### src/rtl/cordic_sincos.sv
// Iterative rotation-mode CORDIC: Q3.13 angle in, Q3.13 cosine/sine out.
// One micro-rotation per clock under a start/busy/done handshake.
//
// Ports:
//   clk      rising-edge clock
//   rst      synchronous reset, active-low
//   start    request, sampled only while busy=0
//   angle_in signed Q3.13 angle (radians), clamped to +/-pi
//   busy     high while an operation is in progress
//   done     one-cycle pulse, results valid and held until next done
//   cos_out  signed Q3.13 cosine
//   sin_out  signed Q3.13 sine
module cordic_sincos #(
   parameter int ITERATIONS = 12,
   parameter int XY_W       = 18
) (
   input  logic               clk,
   input  logic               rst,
   input  logic               start,
   input  logic signed [15:0] angle_in,
   output logic               busy,
   output logic               done,
   output logic signed [15:0] cos_out,
   output logic signed [15:0] sin_out
);

   localparam int ZW = 17;
   localparam int CW = 5;

   localparam logic [1:0] S_IDLE = 2'd0;
   localparam logic [1:0] S_ITER = 2'd1;
   localparam logic [1:0] S_OUT  = 2'd2;

   localparam logic signed [ZW-1:0]   PI     = ZW'(25736);
   localparam logic signed [ZW-1:0]   PI_2   = ZW'(12868);
   localparam logic signed [XY_W-1:0] K_SEED = XY_W'(4975);
   localparam logic signed [XY_W-1:0] SMAX   = XY_W'(32767);
   localparam logic signed [XY_W-1:0] SMIN   = -XY_W'(32768);

   function automatic logic signed [ZW-1:0] atan_lut(input logic [CW-1:0] idx);
      logic signed [ZW-1:0] r;
      case (idx)
         5'd0:    r = ZW'(6434);
         5'd1:    r = ZW'(3798);
         5'd2:    r = ZW'(2007);
         5'd3:    r = ZW'(1019);
         5'd4:    r = ZW'(511);
         5'd5:    r = ZW'(256);
         5'd6:    r = ZW'(128);
         5'd7:    r = ZW'(64);
         5'd8:    r = ZW'(32);
         5'd9:    r = ZW'(16);
         5'd10:   r = ZW'(8);
         5'd11:   r = ZW'(4);
         5'd12:   r = ZW'(2);
         5'd13:   r = ZW'(1);
         5'd14:   r = ZW'(1);
         default: r = '0;
      endcase
      return r;
   endfunction

   function automatic logic signed [15:0] sat16(input logic signed [XY_W-1:0] v);
      logic signed [15:0] r;
      if (v > SMAX)      r = 16'sh7fff;
      else if (v < SMIN) r = 16'sh8000;
      else               r = v[15:0];
      return r;
   endfunction

   logic [1:0]               state_q, state_d;
   logic signed [XY_W-1:0]   x_q, x_d, y_q, y_d;
   logic signed [ZW-1:0]     z_q, z_d;
   logic [CW-1:0]            i_q, i_d;
   logic                     neg_q, neg_d;
   logic                     done_q, done_d;
   logic signed [15:0]       cos_q, cos_d, sin_q, sin_d;

   logic signed [ZW-1:0]     ang_ext, ang_c, z0;
   logic                     neg0;
   logic signed [XY_W-1:0]   xs, ys, xn, yn;
   logic signed [ZW-1:0]     at;

   // Clamp to +/-pi, then fold outer half-planes onto the inner one;
   // the fold by pi is undone later by negating both results.
   always_comb begin
      ang_ext = {angle_in[15], angle_in};
      if (ang_ext > PI)       ang_c = PI;
      else if (ang_ext < -PI) ang_c = -PI;
      else                    ang_c = ang_ext;
      if (ang_c > PI_2) begin
         z0   = ang_c - PI;
         neg0 = 1'b1;
      end else if (ang_c < -PI_2) begin
         z0   = ang_c + PI;
         neg0 = 1'b1;
      end else begin
         z0   = ang_c;
         neg0 = 1'b0;
      end
   end

   assign xs = x_q >>> i_q;
   assign ys = y_q >>> i_q;
   assign at = atan_lut(i_q);
   assign xn = neg_q ? -x_q : x_q;
   assign yn = neg_q ? -y_q : y_q;

   always_comb begin
      state_d = state_q;
      x_d     = x_q;
      y_d     = y_q;
      z_d     = z_q;
      i_d     = i_q;
      neg_d   = neg_q;
      done_d  = 1'b0;
      cos_d   = cos_q;
      sin_d   = sin_q;
      case (state_q)
         S_IDLE: begin
            if (start) begin
               z_d     = z0;
               neg_d   = neg0;
               x_d     = K_SEED;
               y_d     = '0;
               i_d     = '0;
               state_d = S_ITER;
            end
         end
         S_ITER: begin
            if (!z_q[ZW-1]) begin
               x_d = x_q - ys;
               y_d = y_q + xs;
               z_d = z_q - at;
            end else begin
               x_d = x_q + ys;
               y_d = y_q - xs;
               z_d = z_q + at;
            end
            i_d = i_q + 1'b1;
            if (i_q == CW'(ITERATIONS - 1)) state_d = S_OUT;
         end
         S_OUT: begin
            cos_d   = sat16(xn);
            sin_d   = sat16(yn);
            done_d  = 1'b1;
            state_d = S_IDLE;
         end
         default: state_d = S_IDLE;
      endcase
   end

   always_ff @(posedge clk) begin
      if (!rst) begin
         state_q <= S_IDLE;
         x_q     <= '0;
         y_q     <= '0;
         z_q     <= '0;
         i_q     <= '0;
         neg_q   <= 1'b0;
         done_q  <= 1'b0;
         cos_q   <= '0;
         sin_q   <= '0;
      end else begin
         state_q <= state_d;
         x_q     <= x_d;
         y_q     <= y_d;
         z_q     <= z_d;
         i_q     <= i_d;
         neg_q   <= neg_d;
         done_q  <= done_d;
         cos_q   <= cos_d;
         sin_q   <= sin_d;
      end
   end

   assign busy    = (state_q != S_IDLE);
   assign done    = done_q;
   assign cos_out = cos_q;
   assign sin_out = sin_q;

endmodule

### config.mk
export PLATFORM = sky130hd
export DESIGN_NAME = cordic_sincos
export DESIGN_NICKNAME = d
export VERILOG_FILES = /design/src/rtl/cordic_sincos.sv
export SDC_FILE = /design/constraint.sdc
export NUM_CORES = 1
export LEC_CHECK = 0
export BUFFER_PORTS_ARGS = -buffer_cell sky130_fd_sc_hd__buf_2
export CAP_MARGIN = 20
export CORE_MARGIN = 8
export CORE_UTILIZATION = 35
export CTS_CLUSTER_DIAMETER = 60
export DETAILED_ROUTE_END_ITERATION = 10
export SYNTH_ARGS = -nofsm -noshare
export SYNTH_HDL_FRONTEND = slang
export SYNTH_SLANG_ARGS = --single-unit
### constraint.sdc
create_clock -name clk -period 11.83 [get_ports clk]
set_input_delay 1.7745 -clock clk [delete_from_list [all_inputs] [get_ports clk]]
set_output_delay 1.7745 -clock clk [all_outputs]
set_load 0.02 [all_outputs]
* Yosys cells after proc, flatten, opt, wreduce, memory -nomap -nowiden *
Memories as Yosys holds them, arrays and structs flattened. A register that Yosys moved wholly into a read port is not among the register bits.
Cells that the tools add are included.

word-level totals
  latch bits = 0
  output and inout port bits = 34
  flip-flop bits (word level) = 94
  ROM bits = 208
  word-level logic and storage cells = 72
  bits of input ports = 19
  bits in writable memories = 0
  memories = 1

cells by class
  shift-type cells = 2
  equal/unequal tests = 5
  multipliers = 0
  divide/modulo/power cells = 0
  muxes and demuxes = 30
  reduce and logical (&&, ||, !) cells = 6
  $add $sub $neg = 11
  bitwise gates (word level) = 0
  $lt $le $gt $ge = 8

memories
  memory           words  width  read ports  clocked after memory_dff  wr ports  line  source
  (no name shown)  16     13     1           1                         0         42    case (idx)

operators by type and width
  operator                                                          number
  2-to-1 mux 17 bit                                                 7
  2-to-1 mux 18 bit                                                 6
  case mux 18 bit (2 select lines)                                  2
  2-to-1 mux 16 bit                                                 4
  adder 18 bit                                                      2
  greater-than comparator 18 x 16 -> 1 bit (second input constant)  2
  less-than comparator 18 x 16 -> 1 bit (second input constant)     2
  negator 18 bit                                                    2
  >>> shifter 18 x 5 -> 18 bit                                      2
  subtractor 18 bit                                                 2
  case mux 17 bit (2 select lines)                                  1
  adder 17 x 16 -> 17 bit (second input constant)                   1
  adder 17 bit                                                      1
  greater-than comparator 17 x 15 -> 1 bit (second input constant)  1
  less-than comparator 17 x 15 -> 1 bit (second input constant)     1
  subtractor 17 x 16 -> 17 bit (second input constant)              1
  subtractor 17 bit                                                 1
  greater-than comparator 16 bit (second input constant)            1
  less-than comparator 16 bit (second input constant)               1
  case mux 5 bit (2 select lines)                                   1
  2-to-1 mux 4 bit                                                  2
  AND reduction 2 bit                                               3
  adder 5 x 1 -> 5 bit (second input constant)                      1
  equality test 5 x 4 -> 1 bit (second input constant)              1
  9 further kinds                                                   14

* Depth between registers and ports, before layout *
Gate-level depths: netlist of run 1.

  depth in word-level cells = 8
  gate-level depth with buffers = 24
  depth with buffers taken out = 21

* Least setup slack after synthesis of run 1 *
Ideal clock, no wire load.

  path type = input -> register
  start point = input port angle_in[3]
  end point = register z_q[9]
  stages on the path = 21
  path buffers = 3
  arrival = 6.013 ns
  path slack = 5.722 ns
  required time = 11.735 ns
  library setup time = 0.095 ns
  cells stage by stage = and3_1 a21o_1 nor2b_1 or2_2 a311o_1 nand2_1 ha_1 clkbuf_1 clkbuf_1 clkbuf_1 nor3_1 ha_1 nand2_1 a31oi_1 o31a_1 o311ai_0 a2111oi_2 o22ai_1 a21oi_1 o2111ai_1 a221oi_1

on the way
  cells in the longest elaborated chain, start to end = 8
  elaborated cells on any way between the ends = 12
  those cells by class = 2 x add/sub; 4 x order compare; 6 x mux

RTL lines
  item                                                                                     line    source
  start: declaration                                                                       20      input logic signed [15:0] angle_in,
  less-than comparator 16 bit                                                              89      else if (ang_ext < -PI) ang_c = -PI;
  2-to-1 mux 17 bit                                                                        89
  2-to-1 mux 17 bit *                                                                      88      if (ang_ext > PI) ang_c = PI;
  adder 17 x 16 -> 17 bit / less-than comparator 17 x 15 -> 1 bit (equally long branches)  95, 94
  2-to-1 mux 17 bit                                                                        94      end else if (ang_c < -PI_2) begin
  2-to-1 mux 17 bit *                                                                      91      if (ang_c > PI_2) begin
  2-to-1 mux 17 bit *                                                                      121     if (start) begin
  case mux 17 bit (2 select lines) *                                                       119     case (state_q)
  end signal: assignment                                                                   168     z_q <= z_d;
  end: declaration                                                                         73      logic signed [ZW-1:0] z_q, z_d;

Every way passes the cells marked *; elsewhere a longest branch is shown, timed or not. The select of a mux whose other input is x is not followed.
A chain may end at the register's enable or synchronous reset.

* Worst setup path after layout of run 1 *
  start point = input port angle_in[5]
  end point = register z_q[11]

The elaborated chain is that of the path after synthesis.

==> flow_summary.json, run 1 <==
{
  "status": "finished, final reports clean",
  "cts_resized": 0,
  "clock_sinks": 107,
  "syn_area_sq_um": 11200,
  "synth_area_leaders": "dfxtp_1 19%, mux4_2 7.6%, ha_1 7.3%",
  "worstSetupPathType": "in2reg",
  "core_sq_um": 31600,
  "track_usage": 0.174,
  "fin_setup_tns_ns": 0,
  "nets": 1499,
  "synthArstFlopShare": 0,
  "cp-start-kind": "primary input",
  "cts.path.max_buffers": 2,
  "ir_drop_v": 0.0000821,
  "ys_top_cells_by_count": "164 x nor2_1, 117 x nand2_1, 109 x a21oi_1",
  "min_path_type": "reg2reg",
  "period_share": 0.558,
  "worstMarginPinSlew_ns": 1.15,
  "cts_buffers": 9,
  "maxSlewHeadroom": 0.233,
  "placed_area_sq_um": 11600,
  "io-pin-count": 53,
  "seq_area_frac_synth": 0.191,
  "drt_iter0_markers": 926,
  "fp.dieH_microns": 195,
  "power_density_nw_per_um2": 197,
  "routed-via-count": 10900,
  "synth.most_common_cell": "nor2_1",
  "htree_levels": 3,
  "grt_pass1_wl_microns": 55000,
  "setup_violations": 0,
  "p_sw_uw": 1130,
  "cp-end-kind": "flop",
  "clkTransAtPathRegs_ns": 0.08,
  "rsz0062_at_grt": "no",
  "layout-drive-gt1-share": 0.128,
  "overflow": 0,
  "n_fill_cell": 3315,
  "hold_start": "sin_out[14]",
  "finClkSkew_ns": 0.0137,
  "synth_cell_types": 94,
  "routed_wl_microns": 34200,
  "cp.required_ns": 12.12,
  "synth_top_cell_area_share": 0.191,
  "dieArea_sq_um": 38000,
  "swShare": 0.481,
  "drv_cap": 0,
  "dr.pass1.iters": 6,
  "clockPowerShare": 0.127,
  "antenna_found_initial": 0,
  "antenna_left": 0,
  "ctsHoldBuffers": 0,
  "syn-instance-count": 1443,
  "cts_tree": "built",
  "r2r_start": "i_q[0]",
  "drc": 0,
  "initial_core_util": 0.355,
  "grt_max_degree": 64,
  "worstPathMaxFanout": 28,
  "cts_setup_buffers": 0,
  "avgSynthCellArea_sq_um": 7.77,
  "areaGrowthSynthToFinish_pct": 6.19,
  "die_w_microns": 195,
  "fmax_mhz": 151,
  "synth_warnings": 0,
  "synth_ff_type": "dfxtp_1",
  "row_count": 65,
  "cts-root-buf": "clkbuf_16",
  "crit_arrival_ns": 6.89,
  "leakagePower_uw": 0.00459,
  "grt_pass1_vias": 10400,
  "crit_start": "angle_in[5]",
  "diodes": 0,
  "fin_crit_ns": 6.60,
  "wl_per_cell_microns": 18.8,
  "dp_hpwl_microns": 24700,
  "hold_viol": 0,
  "p_int_uw": 1220,
  "yosysTopAreaCell": "dfxtp_1",
  "insertion_delay_ns": 0.37,
  "gp_congestion": 0.919,
  "drv_slew": 0,
  "port_buffers": 52,
  "seqPwrFrac": 0.229,
  "vias_per_cell": 5.98,
  "final_area_sq_um": 11900,
  "synth-edff-count": 0,
  "syn-num-nets": 1530,
  "p_comb_frac": 0.644,
  "ys_ff_latch": 107
}
[worst paths after layout]
check | slack [ns] | endpoint | depth (start not counted)
worst max-delay path | 5.23 | z_q[11] | 18
worst min register to register | 0.49 | sin_out[14] | 2
worst max register to register | 5.73 | y_q[17] | 20
worst min-delay path | 0.49 | sin_out[14] | 2
[power by group through the flow]
stage | Sequential (uW) | Combinational [uW] | Clock [uW]
global route | 544 | 1670 | 321
detailed placement | 541 | 1490 | 0
CTS | 533 | 1500 | 308
floorplan | 455 | 1260 | 0
global placement | 540 | 1470 | 0
finish | 536 | 1510 | 298
[cells by family (layout without fill, tap and decap cells)]
| family | Yosys count | in the layout | share of synthesized area |
|---|---|---|---|
| AO/OA/AOI/OAI | 449 | 449 | 0.270 |
| adder cells (fa/ha/maj) | 68 | 68 | 0.0779 |
| multiplexers | 75 | 75 | 0.111 |
| flip-flops | 107 | 107 | 0.191 |
| buffers and inverters | 157 | 130 | 0.0596 |
| AND/OR/NAND/NOR | 489 | 489 | 0.212 |
| XOR/XNOR | 98 | 98 | 0.0790 |
[per-layer routing]
layer / track usage / part of all wire
met5: 0 / 0
met1: 0.217 / 0.45
met4: 0.0528 / 0.023
met2: 0.302 / 0.48
met3: 0.0282 / 0.051
[area by class of cell]
class	instances	area, sq um	area share
clock buffer	9	225	0.0189
clock inverter	6	48.8	0.00410
inverter	43	161	0.0136
multi-input combinational	1179	8410	0.707
sequential	107	2150	0.180
tap	402	503	0.0422
timing repair buffer	72	410	0.0345
[worst max-delay path, cell delays in order]
cell	delay, ns
buf_2	0.15
and3_1	0.20
a21o_1	0.20
nor2b_1	0.16
or2_2	0.28
a311o_1	0.37
nand2_1	0.08
ha_1	0.69
o21ai_0	0.31
ha_1	0.38
a31oi_1	0.20
o31a_1	0.17
o311ai_0	0.14
a2111oi_2	0.97
o21ai_0	0.24
and4_1	0.24
nor3_1	0.15
a21boi_0	0.18
[metrics by stage]
stage / instances / power, uW / worst slack [ns] / hold slack, ns / utilization
floorplan: 1443 / 1710 / 5.72 / 0.494 / -
global placement: 1802 / 2010 / 4.97 / 0.478 / 0.368
detailed placement: 1802 / 2030 / 4.93 / 0.487 / 0.368
CTS: 1817 / 2340 / 5.30 / 0.499 / 0.377
global route: 1818 / 2540 / 4.94 / 0.518 / 0.377
finish: 1818 / 2340 / 5.23 / 0.493 / 0.377
[cells in the final DEF (no fill, tap or decap), types with 10 or more instances in the layout]
| cell | synthesis | layout |
|---|---|---|
| nor4_1 | 12 | 12 |
| xnor2_1 | 46 | 46 |
| ha_1 | 65 | 65 |
| o21bai_1 | 11 | 11 |
| mux4_2 | 38 | 38 |
| a311oi_1 | 17 | 17 |
| o21ai_0 | 93 | 93 |
| mux2_2 | 11 | 11 |
| or3_1 | 16 | 16 |
| dfxtp_1 | 107 | 104 |
| buf_4 | 4 | 19 |
| mux2i_1 | 26 | 26 |
| buf_2 | 11 | 52 |
| a211oi_2 | 10 | 10 |
| a31oi_1 | 31 | 31 |
| a21o_1 | 17 | 17 |
| o211ai_1 | 14 | 14 |
| nor3_1 | 32 | 32 |
| o31ai_1 | 15 | 15 |
| a21oi_1 | 109 | 109 |
| nor2_1 | 164 | 164 |
| a211oi_1 | 19 | 19 |
| o21a_1 | 16 | 16 |
| and3_1 | 20 | 20 |
| xor2_1 | 50 | 50 |
| nand2_1 | 117 | 117 |
| inv_1 | 41 | 41 |
| nand3_1 | 31 | 31 |
| nand2b_1 | 18 | 18 |
| nor2b_1 | 19 | 17 |
Power figures use the tool's default switching activity.
==> inputs of run 2 (changes only) <==
==> constraint.sdc (replaced) <==
create_clock -name clk -period 6 [get_ports clk]
set_input_delay 0.9 -clock clk [delete_from_list [all_inputs] [get_ports clk]]
set_output_delay 0.9 -clock clk [all_outputs]
set_load 0.02 [all_outputs]
==> run 2 against run 1 <==
Against the previous run:
- die area did not move
- sequential power grew 88%
- final cell count up 1.6%
- register-to-register slack worse by 5.3 ns
- combinational power rose by 110%
- via count increased by 2.3%
- clock-buffer cell count unchanged
- core utilization increased by 0.74 points
- flip-flop and latch count unchanged
- hold slack better by 0.0045 ns
- critical path type is now reg2reg
- wire length is 6.1% higher
==> flow_summary.json, run 2 (same netlist as run 1, synthesis figures left out) <==
{
  "fin_setup_tns_ns": 0,
  "cts_setup_buffers": 0,
  "die_w_microns": 195,
  "port_buffers": 52,
  "cts_buffers": 9,
  "maxSlewHeadroom": 0.281,
  "worstPathMaxFanout": 17,
  "fin_crit_ns": 5.53,
  "antenna_found_initial": 0,
  "wl_per_cell_microns": 19.7,
  "seqPwrFrac": 0.211,
  "p_comb_frac": 0.659,
  "insertion_delay_ns": 0.38,
  "p_sw_uw": 2310,
  "gp_congestion": 0.960,
  "final_core_util": 0.385,
  "diodes": 0,
  "fmax_mhz": 181,
  "dp_hpwl_microns": 27000,
  "final_cell_mix": "164 x nor2_1, 117 x nand2_1, 109 x a21oi_1, 104 x dfxtp_1, 93 x o21ai_0",
  "leakagePower_uw": 0.00475,
  "drv_cap": 0,
  "setup_violations": 0,
  "clkTransAtPathRegs_ns": 0.09,
  "final_common_cell": "nor2_1",
  "track_usage": 0.188,
  "grt_pass1_wl_microns": 58600,
  "core_sq_um": 31600,
  "rsz0062_at_grt": "no",
  "ctsHoldBuffers": 0,
  "fp.dieH_microns": 195,
  "hold_viol": 0,
  "power_density_nw_per_um2": 393,
  "ir_drop_v": 0.000194,
  "cts-root-buf": "clkbuf_16",
  "routed-via-count": 11100,
  "cp.required_ns": 6.28,
  "dieArea_sq_um": 38000,
  "finClkSkew_ns": 0.0160,
  "cts.path.max_buffers": 2,
  "htree_levels": 3,
  "p_int_uw": 2460,
  "routed_wl_microns": 36300,
  "period_share": 0.922,
  "areaGrowthSynthToFinish_pct": 8.27,
  "cp-end-kind": "flop",
  "worstMarginPinSlew_ns": 1.07,
  "vias_per_cell": 6.02,
  "clock_sinks": 107,
  "overflow": 0,
  "min_path_type": "reg2reg",
  "io-pin-count": 53,
  "row_count": 65,
  "cts_resized": 0,
  "status": "finished, final reports clean",
  "dr.pass1.iters": 5,
  "grt_max_degree": 50,
  "initial_core_util": 0.355,
  "drt_iter0_markers": 951,
  "layout-drive-gt1-share": 0.145,
  "n_fill_cell": 3299,
  "nets": 1527,
  "crit_arrival_ns": 5.82,
  "clockPowerShare": 0.130,
  "cts_tree": "built",
  "swShare": 0.484,
  "antenna_left": 0,
  "grt_pass1_vias": 10800,
  "drc": 0,
  "drv_slew": 0,
  "worstSetupPathType": "reg2reg",
  "cp-start-kind": "flop"
}
## run 2: cell count changes in the layout (fill, tap and decap cells not counted)
cell        change
buf_4          +28
inv_8           +2
clkinvlp_4      -1
clkinv_2        -1
clkbuf_4        -1
buf_6           +1
inv_6           +1
## run 2: power by group through the flow
stage	sequential, uW	combinational, uW	clock (uW)
after floorplan	898	2480	0
after global placement	1020	3080	0
after detailed placement	1020	3100	0
after CTS	1000	3120	637
after global routing	1020	3470	660
final	1010	3150	620
## run 2: path summary, 6_finish.rpt
| kind | depth (start not counted) | end | startpoint | slack (ns) |
|---|---|---|---|---|
| setup / recovery | 20 | y_q[17] | i_q[1] | 0.47 |
| hold / removal | 2 | sin_out[3] | sin_out[3] | 0.50 |
| setup reg to reg | 20 | y_q[17] | i_q[1] | 0.47 |
| hold reg to reg | 2 | sin_out[3] | sin_out[3] | 0.50 |
## run 2: per-stage QoR
step	cells	setup WS [ns]	hold WS (ns)	area, sq um	power (uW)
after floorplan	1443	0.766	0.494	11200	3380
after global placement	1830	0.540	0.476	11800	4100
after detailed placement	1831	0.553	0.485	11800	4120
after CTS	1847	0.571	0.498	12100	4750
after global routing	1847	0.0779	0.521	12100	5150
final	1847	0.468	0.497	12100	4780
## run 2: critical path, stage by stage, from the launching register on
cell and delay [ns]:
dfxtp_2 0.44, buf_4 0.23, nor4_1 0.47, mux2_2 0.39
a222oi_1 0.55, ha_1 0.29, o211ai_1 0.12, nor4_1 0.45
and2_1 0.28, nand2_1 0.07, a31oi_1 0.18, o211a_1 0.17
ha_1 0.26, a21oi_1 0.17, o21ai_0 0.15, o41a_1 0.42
nand4_1 0.11, a31oi_1 0.10, xnor3_1 0.31, o22ai_1 0.07
a22o_1 0.20
## run 2: layout make-up
type / count / area [sq um] / share of cell area
inverters: 43 / 161 / 0.0133
well taps: 402 / 503 / 0.0414
multi-input cells: 1179 / 8410 / 0.693
flip-flops and latches: 107 / 2150 / 0.177
repair buffers: 100 / 624 / 0.0514
clock inverters: 7 / 67.6 / 0.00556
clock buffers: 9 / 225 / 0.0185
## run 2: layer usage
layer / track usage / part of all wire / up-vias
met5: 0 / 0 / -
met4: 0.0809 / 0.039 / 0
met2: 0.310 / 0.46 / 378
li1: - / - / 5334
met1: 0.241 / 0.44 / 5326
met3: 0.0284 / 0.059 / 82
==> inputs of run 3 (changes only) <==
--- a/config.mk
+++ b/config.mk
@@ -10,7 +10,9 @@
 export CORE_MARGIN = 8
 export CORE_UTILIZATION = 35
 export CTS_CLUSTER_DIAMETER = 60
+export CTS_CLUSTER_SIZE = 24
 export DETAILED_ROUTE_END_ITERATION = 10
+export PLACE_DENSITY = 0.59
 export SYNTH_ARGS = -nofsm -noshare
 export SYNTH_HDL_FRONTEND = slang
 export SYNTH_SLANG_ARGS = --single-unit
==> run 3 against run 2 <==
Against the previous run:
- total power hardly changed
- clock skew rose by 0.0038 ns
- fmax decreased by 1.8%
- setup slack lost 0.10 ns
- wire length fell by 1.8%
- critical path type unchanged
- highest routed layer unchanged
==> flow_summary.json, run 3 (same netlist as run 1, synthesis figures left out) <==
{
  "status": "finished, final reports clean",
  "antenna_found_initial": 0,
  "crit_arrival_ns": 5.91,
  "worstPathMaxFanout": 16,
  "layout-drive-gt1-share": 0.148,
  "worstMarginPinSlew_ns": 1.03,
  "htree_levels": 3,
  "hold_viol": 0,
  "fin_setup_tns_ns": 0,
  "min_path_type": "reg2reg",
  "cp-start-kind": "flop",
  "wl_per_cell_microns": 19.3,
  "gp_congestion": 0.956,
  "cts_resized": 0,
  "maxSlewHeadroom": 0.308,
  "critPathBufInv": 1,
  "overflow": 0,
  "fmax_mhz": 178,
  "finClkSkew_ns": 0.0198,
  "fin_crit_ns": 5.63,
  "final_common_cell": "nor2_1",
  "diodes": 0,
  "grt_pass1_wl_microns": 57300,
  "period_share": 0.939,
  "dr.pass1.iters": 6,
  "worstSetupPathType": "reg2reg",
  "slowest_stage": "nor4_1",
  "critPathMaxStageDelay_ns": 0.55,
  "areaGrowthSynthToFinish_pct": 8.59,
  "io-pin-count": 53,
  "die_w_microns": 195,
  "dieArea_sq_um": 38000,
  "core_sq_um": 31600,
  "leakagePower_uw": 0.00477,
  "cts-root-buf": "clkbuf_16",
  "drc": 0,
  "initial_core_util": 0.355,
  "cp.required_ns": 6.27,
  "cts.path.max_buffers": 2,
  "drv_slew": 0,
  "ctsHoldBuffers": 0,
  "grt_pass1_vias": 10400,
  "clock_sinks": 107,
  "drt_iter0_markers": 1005,
  "track_usage": 0.183,
  "crit_chain": "buf_4 > nor4_1 > mux2_2 > a222oi_1 > ha_1 > o211ai_1 > nor4_1 > and2_1 > nand2_1 > a31oi_1 > o211a_1 > ha_1 > a21oi_1 > o21ai_0 > o41a_1 > nand4_1 > a31oi_1 > xnor3_1 > o22ai_1 > a22o_1",
  "power_uw": 4770,
  "ir_drop_v": 0.000203,
  "row_count": 65,
  "setup_violations": 0,
  "rsz0062_at_grt": "no",
  "crit_family": "compound AO/OA/AOI/OAI gates",
  "n_fill_cell": 3262,
  "drv_cap": 0,
  "antenna_left": 0,
  "cts_setup_buffers": 0,
  "nets": 1531,
  "vias_per_cell": 5.96,
  "insertion_delay_ns": 0.38,
  "routed-via-count": 11000,
  "power_density_nw_per_um2": 392,
  "cts_tree": "built",
  "routed_wl_microns": 35700,
  "port_buffers": 52,
  "cp-end-kind": "flop",
  "cts_buffers": 9,
  "dp_hpwl_microns": 26700,
  "final_cell_mix": "164 x nor2_1, 117 x nand2_1, 109 x a21oi_1, 104 x dfxtp_1, 93 x o21ai_0",
  "fp.dieH_microns": 195,
  "grt_max_degree": 50,
  "clkTransAtPathRegs_ns": 0.09
}
-- run 3: worst paths after layout --
kind,cells past startpoint,from,slack (ns),to
setup / recovery,20,i_q[0],0.37,y_q[17]
hold / removal,2,sin_out[0],0.50,sin_out[0]
setup reg to reg,20,i_q[0],0.37,y_q[17]
hold reg to reg,2,sin_out[0],0.50,sin_out[0]
-- run 3: final cells by class --
type                    instances  area (sq um)  share of cell area
well taps                     402           503              0.0413
repair buffers                104           663              0.0545
multi-input cells            1179          8410               0.691
flip-flops and latches        107          2150               0.176
inverters                      43           161              0.0133
clock buffers                   9           225              0.0185
clock inverters                 7          62.6             0.00514
-- run 3: tightest hold or removal path: cells and delay by family (launching register included) --
kind,cells,cell delay (ns)
AOI/OAI and AO/OA,1,0.04
DFF,1,0.31
and+or+nand+nor,1,0.09
-- run 3: report_power, final --
part           switching (uW)  internal (uW)  total [uW]
sequential                188            809         997
clock                     331            295         626
combinational            1790           1360        3150
total                    2310           2470        4770
-- run 3: routing by layer --
layer / vias up / GRT usage / wire length [microns]
li1: 5346 / - / -
met1: 5298 / 0.235 / 15900
met2: 335 / 0.311 / 17100
met3: 57 / 0.0249 / 1800
met4: 0 / 0.0618 / 899
met5: - / 0 / 0
-- run 3: stage by stage --
stage | instance area [sq um] | std cells | hold slack (ns) | setup WS, ns | utilization
after CTS | 12100 | 1849 | 0.494 | 0.429 | 0.385
after floorplan | 11200 | 1443 | 0.494 | 0.766 | -
after global placement | 11900 | 1833 | 0.477 | 0.630 | 0.376
after detailed placement | 11900 | 1833 | 0.482 | 0.444 | 0.376
final | 12200 | 1851 | 0.495 | 0.368 | 0.386
after global routing | 12200 | 1851 | 0.524 | 0.00163 | 0.386
